`src/rtl/mem_access_ctrl.sv`:
```
// Initiator-side controller for a 256 x 16 synchronous single-port memory shared by
// an instruction-fetch port (read-only) and a load/store port (read/write).
module mem_access_ctrl #(
    parameter int DATA_W     = 16,
    parameter int ADDR_W     = 16,
    parameter int DEPTH_BITS = 8
) (
    input  logic              clk,
    input  logic              rst,

    input  logic              if_req,
    input  logic [ADDR_W-1:0] if_addr,
    output logic              if_ready,
    output logic              if_valid,
    output logic [DATA_W-1:0] if_rdata,
    output logic              if_err,

    input  logic              ls_req,
    input  logic              ls_we,
    input  logic [ADDR_W-1:0] ls_addr,
    input  logic [DATA_W-1:0] ls_wdata,
    output logic              ls_ready,
    output logic              ls_valid,
    output logic [DATA_W-1:0] ls_rdata,
    output logic              ls_err,

    output logic [ADDR_W-1:0] mem_addr,
    output logic [DATA_W-1:0] mem_wdata,
    output logic              mem_we,
    output logic              mem_re,
    input  logic [DATA_W-1:0] mem_rdata
);

    localparam logic [1:0] S_IDLE   = 2'd0;
    localparam logic [1:0] S_ACCESS = 2'd1;
    localparam logic [1:0] S_WAIT   = 2'd2;

    logic [1:0]        r_state;
    logic              r_last_ls;
    logic              r_sel_ls;
    logic              r_we;
    logic              r_oor;
    logic [ADDR_W-1:0] r_addr;
    logic [DATA_W-1:0] r_wdata;
    logic [DATA_W-1:0] r_if_rdata;
    logic [DATA_W-1:0] r_ls_rdata;
    logic              r_if_valid;
    logic              r_ls_valid;
    logic              r_if_err;
    logic              r_ls_err;

    logic              w_idle;
    logic              w_access;
    logic              w_wait;
    logic              w_grant_if;
    logic              w_grant_ls;
    logic              w_grant;
    logic              w_if_oor;
    logic              w_ls_oor;
    logic [DATA_W-1:0] w_rd_data;

    assign w_idle   = (r_state == S_IDLE);
    assign w_access = (r_state == S_ACCESS);
    assign w_wait   = (r_state == S_WAIT);

    // LS has priority except right after an LS grant, so contention alternates.
    assign w_grant_if = w_idle & if_req & (~ls_req | r_last_ls);
    assign w_grant_ls = w_idle & ls_req & ~w_grant_if;
    assign w_grant    = w_grant_if | w_grant_ls;

    assign w_if_oor  = |if_addr[ADDR_W-1:DEPTH_BITS];
    assign w_ls_oor  = |ls_addr[ADDR_W-1:DEPTH_BITS];
    assign w_rd_data = r_oor ? '0 : mem_rdata;

    // NOTE: sequential state uses <= so every register samples pre-edge values.
    always_ff @(posedge clk) begin
        if (rst) begin
            r_state <= S_IDLE;
        end else begin
            case (r_state)
                S_IDLE:   r_state <= w_grant ? S_ACCESS : S_IDLE;
                S_ACCESS: r_state <= S_WAIT;
                S_WAIT:   r_state <= S_IDLE;
                default:  r_state <= S_IDLE;
            endcase
        end
    end

    always_ff @(posedge clk) begin
        if (rst) begin
            r_last_ls <= 1'b0;
            r_sel_ls  <= 1'b0;
            r_we      <= 1'b0;
            r_oor     <= 1'b0;
            r_addr    <= '0;
            r_wdata   <= '0;
        end else if (w_grant) begin
            r_last_ls <= w_grant_ls;
            r_sel_ls  <= w_grant_ls;
            r_we      <= w_grant_ls & ls_we;
            r_oor     <= w_grant_ls ? w_ls_oor : w_if_oor;
            r_addr    <= w_grant_ls ? ls_addr : if_addr;
            if (w_grant_ls) begin
                r_wdata <= ls_wdata;
            end
        end
    end

    // Responses: the memory's registered data_out is valid in WAIT.
    always_ff @(posedge clk) begin
        if (rst) begin
            r_if_valid <= 1'b0;
            r_ls_valid <= 1'b0;
            r_if_err   <= 1'b0;
            r_ls_err   <= 1'b0;
            r_if_rdata <= '0;
            r_ls_rdata <= '0;
        end else begin
            r_if_valid <= w_wait & ~r_sel_ls;
            r_ls_valid <= w_wait & r_sel_ls;
            r_if_err   <= w_wait & ~r_sel_ls & r_oor;
            r_ls_err   <= w_wait & r_sel_ls & r_oor;
            if (w_wait && !r_sel_ls) begin
                r_if_rdata <= w_rd_data;
            end
            if (w_wait && r_sel_ls && !r_we) begin
                r_ls_rdata <= w_rd_data;
            end
        end
    end

    assign if_ready  = w_grant_if;
    assign ls_ready  = w_grant_ls;
    assign if_valid  = r_if_valid;
    assign ls_valid  = r_ls_valid;
    assign if_err    = r_if_err;
    assign ls_err    = r_ls_err;
    assign if_rdata  = r_if_rdata;
    assign ls_rdata  = r_ls_rdata;

    assign mem_addr  = r_addr;
    assign mem_wdata = r_wdata;
    assign mem_re    = w_access & ~r_we & ~r_oor;
    assign mem_we    = w_access & r_we & r_sel_ls & ~r_oor;

endmodule

```
`config.mk`:
```
export PLATFORM = sky130hd
export DESIGN_NAME = mem_access_ctrl
export DESIGN_NICKNAME = d
export VERILOG_FILES = /design/src/rtl/mem_access_ctrl.sv
export SDC_FILE = /design/constraint.sdc
export NUM_CORES = 1
export LEC_CHECK = 0
export BUFFER_PORTS_ARGS = -buffer_cell sky130_fd_sc_hd__buf_2
export CORE_MARGIN = 8
export CORE_UTILIZATION = 40
export CTS_CLUSTER_DIAMETER = 30
export CTS_CLUSTER_SIZE = 10
export DETAILED_ROUTE_END_ITERATION = 10
export PLACE_DENSITY = 0.79
export SYNTH_ARGS = -nofsm -noshare
export SYNTH_HDL_FRONTEND = slang
export SYNTH_SLANG_ARGS = --single-unit
```
`constraint.sdc`:
```
create_clock -name clk -period 1.56 [get_ports clk]
set_clock_uncertainty 0.15 [all_clocks]
set_input_delay 0.312 -clock clk [delete_from_list [all_inputs] [get_ports clk]]
set_output_delay 0.312 -clock clk [all_outputs]
set_load 0.02 [all_outputs]
```
==> results.sh, run 1 <==
export IMPL_drtPass1Iterations=4
export IMPL_coreArea_um2=7292
export IMPL_final_layout_size_suffix_gt1_share_pct=52.07
export IMPL_critPathKind="reg -> out"
export IMPL_timing_rr_start="r_state[0]"
export IMPL_max_freq_ghz=0.5745
export IMPL_numCtsBuffers=9
export IMPL_met2_length_um=5501
export IMPL_final_util_pct=66.33
export IMPL_violations="negative setup slack"
export IMPL_grt_ovfl_total=0
export IMPL_top_layer="met4"
export IMPL_grt_pass1_wl_um=15180
export IMPL_fin_nets=596
export IMPL_grtUsageTotal_pct=17.97
export IMPL_hold_viol=0
export IMPL_gp_congestion=0.8647
export IMPL_crit_arrival_ns=1.28
export IMPL_start_util_pct=41.61
export IMPL_drt_wl_total_um=10800
export IMPL_area_growth_pct=59.42
export IMPL_synth_cells=373
export IMPL_htreeDepth=3
export IMPL_drv_slew=0
export IMPL_die_area_um2=10630
export IMPL_num_rows=31
export IMPL_whs_endpoint="mem_wdata[15]"
export IMPL_vias=3361
export IMPL_status="finished, violations left"
export IMPL_finalCritPeriodShare_pct=111.6
export IMPL_dr_wl_met3_um=755
export IMPL_ys_top_cells_by_count="dfxtp_1, a21oi_1, nand2_1"
export IMPL_die_w_um=103.1
export IMPL_synth_most_common_cell="dfxtp_1"
export IMPL_ir_worst_vdd_mv=0.4591
export IMPL_synth_area_per_cell_um2=8.134
export IMPL_pin_count=141
export IMPL_cts_path_max_buffers=2
export IMPL_grt_pass1_vias=3259
export IMPL_synth_edf_count=0
export IMPL_synthFlopType="dfxtp_1"
export IMPL_final_antenna_net_count=0
export IMPL_power_density_nw_per_um2=1021
export IMPL_p_leak_nw=1.993
export IMPL_r2r_end="mem_wdata[6]"
export IMPL_drcViolationCount=0
export IMPL_dp_cells=599
export IMPL_fin_area_um2=4837
export IMPL_crit_path_end_kind="primary output"
export IMPL_syn_nets=442
export IMPL_cts_hold_fix_buffers=0
export IMPL_num_antenna_cells=0
export IMPL_portBuffers=140
export IMPL_whs_path_depth=3
export IMPL_worst_slack_ns=-0.1805
export IMPL_hp_start="ls_wdata[15]"
export IMPL_reg2reg_depth=7
export IMPL_hpwlAfterDp_um=6902
export IMPL_post_route_min_period_ns=1.741
export IMPL_m1WireLength_um=4205
export IMPL_wire_per_inst_um=17.11
export IMPL_maxSlewHeadroom_pct=70.13
export IMPL_cp_required_ns=1.10
export IMPL_cts_clk_slew_worst_paths_ns=0.07
export IMPL_synth_warnings=0
export IMPL_rrSetupSlack_ns=-0.14
export IMPL_critPathLaunchType="flop"
export IMPL_ys_types=33
export IMPL_fillers=606
export IMPL_via_per_inst=5.326
export IMPL_die_y_um=103.1
export IMPL_fin_worst_hold_slack_ns=0.07983
export IMPL_cp_max_fo=7
export IMPL_tightestPinTransition_ns=0.4481
export IMPL_ys_seq_elements=73
export IMPL_dpl_cell_area_um2=3934
export IMPL_stdcell_count=631
export IMPL_cts_tree="yes"
export IMPL_synth_top_area_share_pct=48.16
export IMPL_setup_violations=40
export IMPL_antenna_found_initial=0
export IMPL_root_buffer="clkbuf_8"
export IMPL_synth_largest_area_cell="dfxtp_1"
export IMPL_synthTopCellsByArea="dfxtp_1, a21oi_1, nand2_1"
export IMPL_synth_seq_area_share_pct=48.16
export IMPL_drt_iter0_markers=125
export IMPL_rsz0062_at_grt="true"
export IMPL_cap_viol_max_count=0
export IMPL_clock_sinks=73
export IMPL_clk_latency_ns=0.34
export IMPL_hold_class="in -> reg"
export IMPL_grt_max_degree=35
export IMPL_async_flop_share_pct=0
export IMPL_netlist_area_um2=3034
power by group:
| group | total [mW] | switching [mW] | internal, mW |
|---|---|---|---|
| sequential | 2.05 | 0.0782 | 1.97 |
| clock | 1.65 | 0.705 | 0.943 |
| combinational | 1.24 | 0.708 | 0.537 |
layout make-up:
type	instances	area, um2	area share, %
repair buffers	179	1155	23.87
well taps	99	123.9	2.561
clock inverters	5	78.83	1.630
clock buffers	11	141.4	2.923
multi-input cells	262	1857	38.39
inverters	2	7.507	0.1552
flip-flops and latches	73	1474	30.47
repair_timing:
action                     4_1_cts  5_1_grt
resized for setup               17      103
pin swaps                        4       65
hold endpoints to repair         0        0
setup endpoints to repair       23       38
buffers inserted                 8        6
cloned                           0        2
sequential cells by signal, summed over array words and instances, names as in the netlist, 2 cells and up:
register   cells
mem_addr      16
ls_rdata      16
r_state        2
mem_wdata     16
if_rdata      16
through the flow:
step / setup TNS (ns) / worst slack [ns] / total power, mW
after floorplan: -0.05711 / -0.02880 / 2.623
after global placement: -0.5702 / -0.05156 / 2.957
after detailed placement: -1.424 / -0.09941 / 2.975
after CTS: -1.472 / -0.1452 / 4.654
after global routing: -6.446 / -0.2377 / 5.157
final: -3.320 / -0.1805 / 4.941
worst max-delay path: stages, from the launching register on:
cell and delay, ns:
dfxtp_4 0.39, a211oi_4 0.27, nand2_2 0.10, inv_2 0.07, buf_6 0.11
cells by family (layout without fill, tap and decap cells):
logic type	after synthesis	after routing	synth area share [%]
compound gates	122	122	23.34
flops	73	73	48.16
buf+inv	38	197	6.432
simple gates	140	140	22.06
layout by cell type, fill, tap and decap left out, drive strengths merged, types with 2 or more instances in the layout:
cell	synthesis	routed
nand3	33	33
nand2b	2	2
or2	2	2
clkinv	0	3
nor3	3	3
dfxtp	73	73
inv	2	2
a311oi	16	16
nor2	8	8
clkbuf	19	13
nor4	4	4
a21oi	67	67
o21ai	34	34
bufinv	0	2
nand2	66	66
nor2b	16	16
buf	17	177
per-layer routing:
| layer | vias to the layer above | global-route usage [%] |
|---|---|---|
| li1 | 1617 | - |
| met1 | 1581 | 20.01 |
| met2 | 130 | 30.87 |
| met3 | 33 | 4.186 |
| met4 | 0 | 10.01 |
| met5 | - | 0 |
how the worst max path moves through the flow:
stage	startpoint	endpoint	cells past startpoint
final	r_state[0]	ls_ready	4
after global routing	r_state[0]	ls_ready	4
after CTS	r_sel_ls	ls_ready	4
after detailed placement	if_req	mem_wdata[6]	5
after global placement	if_req	mem_wdata[13]	5
after floorplan	r_state[0]	ls_ready	5
(Power assumes the default switching activity.)
==> inputs of run 2 (changes only) <==
--- a/config.mk
+++ b/config.mk
@@ -12,6 +12,7 @@
 export CTS_CLUSTER_SIZE = 10
 export DETAILED_ROUTE_END_ITERATION = 10
 export PLACE_DENSITY = 0.79
+export SKIP_CTS_REPAIR_TIMING = 1
 export SYNTH_ARGS = -nofsm -noshare
 export SYNTH_HDL_FRONTEND = slang
 export SYNTH_SLANG_ARGS = --single-unit
==> results.sh, run 2 (synthesis gave the netlist of run 1 again) <==
export IMPL_status="finished, violations left"
export IMPL_violations="negative setup slack"
export IMPL_clockPowerShare_pct=35.2
export IMPL_fin_worst_hold_slack_ns=0.06549
export IMPL_root_buffer="clkbuf_8"
export IMPL_clock_sinks=73
export IMPL_drv_slew=0
export IMPL_final_cell_mix="buf_2, dfxtp_1, nand2_1, a21oi_1, nand3_1"
export IMPL_max_freq_ghz=0.5804
export IMPL_start_util_pct=41.61
export IMPL_critPathLaunchType="flop"
export IMPL_grt_ovfl_total=0
export IMPL_vias=3239
export IMPL_p_sw_mw=1.317
export IMPL_grtUsageTotal_pct=17.61
export IMPL_maxSlewHeadroom_pct=74.58
export IMPL_crit_path_end_kind="primary output"
export IMPL_cts_path_max_buffers=2
export IMPL_clk_latency_ns=0.34
export IMPL_num_rows=31
export IMPL_cap_viol_max_count=0
export IMPL_setup_violations=22
export IMPL_hold_class="in -> reg"
export IMPL_finalCritPeriodShare_pct=110.4
export IMPL_drtPass1Iterations=4
export IMPL_cts_clk_slew_worst_paths_ns=0.07
export IMPL_pin_count=141
export IMPL_antenna_found_initial=0
export IMPL_num_antenna_cells=0
export IMPL_drcViolationCount=0
export IMPL_cts_tree="yes"
export IMPL_grt_pass1_vias=3186
export IMPL_crit_chain="a211oi_4 -> nand2_2 -> inv_2 -> buf_6"
export IMPL_via_per_inst=5.233
export IMPL_ir_worst_vdd_mv=0.4831
export IMPL_place_worst_setup_slack_ns=-0.09941
export IMPL_rsz0062_at_grt="true"
export IMPL_p_leak_nw=1.849
export IMPL_die_y_um=103.1
export IMPL_numCtsBuffers=9
export IMPL_grt_max_degree=35
export IMPL_regArea_um2=1474
export IMPL_grt_pass1_wl_um=14900
export IMPL_cp_required_ns=1.10
export IMPL_cp_max_fo=7
export IMPL_drt_wl_total_um=9634
export IMPL_power_density_nw_per_um2=1076
export IMPL_worst_slack_ns=-0.1629
export IMPL_seqPwrFrac_pct=44.2
export IMPL_combPwrFrac_pct=20.6
export IMPL_critPathKind="reg -> out"
export IMPL_final_common_cell="buf_2"
export IMPL_final_layout_size_suffix_gt1_share_pct=41.15
export IMPL_fillers=684
export IMPL_hpwlAfterDp_um=6902
export IMPL_drt_iter0_markers=145
export IMPL_switching_share_pct=28.48
export IMPL_hold_viol=0
export IMPL_coreArea_um2=7292
export IMPL_p_int_mw=3.308
export IMPL_tightestPinTransition_ns=0.3813
export IMPL_die_area_um2=10630
export IMPL_final_antenna_net_count=0
export IMPL_htreeDepth=3
export IMPL_gp_congestion=0.8647
export IMPL_portBuffers=140
export IMPL_slowest_delay_ns=0.39
export IMPL_die_w_um=103.1
export IMPL_post_route_min_period_ns=1.723
export IMPL_fin_nets=584
export IMPL_area_growth_pct=41.73
export IMPL_multi_input_comb_area_um2=1480
export IMPL_critPathSlowestCell="dfxtp_4"
export IMPL_wire_per_inst_um=15.56
export IMPL_crit_arrival_ns=1.26
[run 2: cell type report]
| class | instances | share of cell area (%) |
|---|---|---|
| Clock buffer | 11 | 3.288 |
| Sequential cell | 73 | 34.27 |
| Timing Repair Buffer | 167 | 23.13 |
| Multi-Input combinational cell | 262 | 34.42 |
| Inverter | 2 | 0.1746 |
| Tap cell | 99 | 2.880 |
| Clock inverter | 5 | 1.833 |
[run 2: critical path: cells and delay by family, from the launching register on]
| family | cells | cell delay, ns |
|---|---|---|
| buffers and inverters | 2 | 0.18 |
| AND/OR/NAND/NOR | 1 | 0.09 |
| AO/OA/AOI/OAI | 1 | 0.27 |
| flip-flops | 1 | 0.39 |
[run 2: path summary, 6_finish.rpt]
| check | from | end | slack (ns) | depth (start not counted) |
|---|---|---|---|---|
| max reg2reg | r_sel_ls | mem_wdata[6] | -0.13 | 5 |
| min | ls_wdata[0] | mem_wdata[0] | 0.07 | 3 |
| max | r_state[0] | ls_ready | -0.16 | 4 |
| min reg2reg | ls_rdata[5] | ls_rdata[5] | 0.30 | 2 |
[run 2: layer usage]
layer | track usage, % | vias up | part of all wire, %
li1 | - | 1590 | -
met1 | 20.05 | 1502 | 40
met2 | 29.93 | 127 | 50
met3 | 4.051 | 20 | 8.1
met4 | 9.455 | 0 | 2.2
met5 | 0 | - | 0
[run 2: stage by stage]
step                      instance area [um2]  power [mW]  setup TNS [ns]  util [%]  std cells
after global routing                     4300       4.858          -3.894     58.97        619
after floorplan                          3059       2.623        -0.05711         -        373
after detailed placement                 3934       2.975          -1.424     53.95        599
after global placement                   3934       2.957         -0.5702     53.95        599
final                                    4300       4.625          -1.685     58.97        619
after CTS                                4154       4.603          -1.684     56.97        615
[run 2: power groups by stage]
stage               clock network (mW)  logic [mW]  registers [mW]
floorplan                            0       0.439            2.18
global placement                     0       0.878            2.08
detailed placement                   0       0.893            2.08
CTS                               1.67       0.897            2.04
global route                      1.77        1.03            2.06
finish                            1.63       0.952            2.04
==> inputs of run 3 (changes only) <==
--- a/config.mk
+++ b/config.mk
@@ -5,8 +5,10 @@
 export SDC_FILE = /design/constraint.sdc
 export NUM_CORES = 1
 export LEC_CHECK = 0
+export ABC_AREA = 0
+export ABC_CLOCK_PERIOD_IN_PS = 1560
 export BUFFER_PORTS_ARGS = -buffer_cell sky130_fd_sc_hd__buf_2
-export CORE_MARGIN = 8
+export CORE_MARGIN = 2
 export CORE_UTILIZATION = 40
 export CTS_CLUSTER_DIAMETER = 30
 export CTS_CLUSTER_SIZE = 10
==> results.sh, run 3 (synthesis gave the netlist of run 1 again) <==
export IMPL_coreArea_um2=7292
export IMPL_tns_ns=-0.6153
export IMPL_setup_violations=6
export IMPL_finalCritPeriodShare_pct=113.0
export IMPL_fin_worst_hold_slack_ns=0.06673
export IMPL_critPathKind="reg -> out"
export IMPL_fin_nets=584
export IMPL_drt_wl_total_um=8603
export IMPL_grtUsageTotal_pct=20.95
export IMPL_wire_per_inst_um=13.90
export IMPL_violations="negative setup slack"
export IMPL_cp_required_ns=1.10
export IMPL_place_worst_setup_slack_ns=-0.1183
export IMPL_dpl_cell_area_um2=3941
export IMPL_post_route_min_period_ns=1.763
export IMPL_gp_congestion=0.7905
export IMPL_hpwlAfterDp_um=6224
export IMPL_power_density_nw_per_um2=1158
export IMPL_grt_pass1_wl_um=14280
export IMPL_die_area_um2=8298
export IMPL_final_common_cell="buf_2"
export IMPL_final_layout_size_suffix_gt1_share_pct=38.65
export IMPL_regArea_um2=1470
export IMPL_via_per_inst=5.233
export IMPL_die_w_um=91.10
export IMPL_cts_path_max_buffers=2
export IMPL_final_cell_mix="buf_2, dfxtp_1, a21oi_1, nand2_1"
export IMPL_htreeDepth=3
export IMPL_cts_tree="yes"
export IMPL_start_util_pct=41.61
export IMPL_portBuffers=140
export IMPL_antenna_found_initial=0
export IMPL_crit_path_end_kind="primary output"
export IMPL_num_antenna_cells=0
export IMPL_drv_slew=0
export IMPL_vias=3239
export IMPL_tightestPinTransition_ns=0.3905
export IMPL_root_buffer="clkbuf_8"
export IMPL_fin_area_um2=4289
export IMPL_cts_clk_slew_worst_paths_ns=0.08
export IMPL_p_leak_nw=1.876
export IMPL_drcViolationCount=0
export IMPL_crit_arrival_ns=1.30
export IMPL_status="finished, violations left"
export IMPL_rsz0062_at_grt="true"
export IMPL_grt_ovfl_total=0
export IMPL_max_freq_ghz=0.5673
export IMPL_maxSlewHeadroom_pct=73.87
export IMPL_hold_class="in -> reg"
export IMPL_critPathLaunchType="flop"
export IMPL_pin_count=141
export IMPL_grt_pass1_vias=3115
export IMPL_numCtsBuffers=9
export IMPL_fillers=678
export IMPL_multi_input_comb_area_um2=1420
export IMPL_cp_max_fo=7
export IMPL_die_y_um=91.10
export IMPL_worst_slack_ns=-0.2026
export IMPL_grt_max_degree=34
export IMPL_final_antenna_net_count=0
export IMPL_drtPass1Iterations=4
export IMPL_hold_viol=0
export IMPL_ir_worst_vdd_mv=0.5561
export IMPL_cap_viol_max_count=0
export IMPL_num_rows=31
export IMPL_drt_iter0_markers=234
export IMPL_clk_latency_ns=0.33
export IMPL_area_growth_pct=41.36
export IMPL_clock_sinks=73
==> run 3: cell types whose count changed in the layout (fill, tap and decap cells not counted), sizes merged <==
| cell | delta |
|---|---|
| clkinv | -2 |
| bufinv | +2 |
==> run 3: area by class of cell <==
type                            instances  area share (%)
Tap cell                               99           2.888
Clock buffer                           11           3.530
Sequential cell                        73           34.28
Timing Repair Buffer                  167           23.10
Multi-Input combinational cell        262           33.11
Clock inverter                          5           2.917
Inverter                                2          0.1750
==> run 3: worst paths after layout <==
kind,start,end,cells after the start,slack (ns)
max,r_state[1],ls_ready,5,-0.20
min,ls_wdata[2],mem_wdata[2],3,0.07
max reg2reg,r_state[1],mem_addr[2],4,-0.03
min reg2reg,if_rdata[13],if_rdata[13],2,0.31
==> run 3: where the power goes <==
part	switching [mW]	internal (mW)	leakage, nW	total (mW)
clock	0.690	1.31	0.140	2.00
sequential	0.0693	1.97	0.598	2.04
combinational	0.542	0.385	1.14	0.927
total	1.30	3.67	1.88	4.97
==> run 3: per-stage QoR <==
stage / total power [mW] / utilization [%] / std cells
6_report: 4.966 / 58.82 / 619
5_1_grt: 5.173 / 58.82 / 619
4_1_cts: 4.972 / 57.84 / 616
3_5_place_dp: 2.976 / 54.05 / 600
3_3_place_gp: 2.952 / 54.05 / 600
2_1_floorplan: 2.623 / - / 373
==> run 3: worst max-delay path, stage by stage, from the launching register on <==
cell	delay, ns
dfxtp_4	0.37
a211oi_4	0.24
buf_6	0.14
nand2_4	0.05
inv_2	0.05
buf_6	0.11
==> run 3: metal layers <==
metal	GRT usage, %	up-vias	wire, um
met5	0	-	0
met4	9.975	0	169
met3	4.979	15	636
met2	34.26	148	4172
met1	25.95	1483	3625
li1	-	1593	-
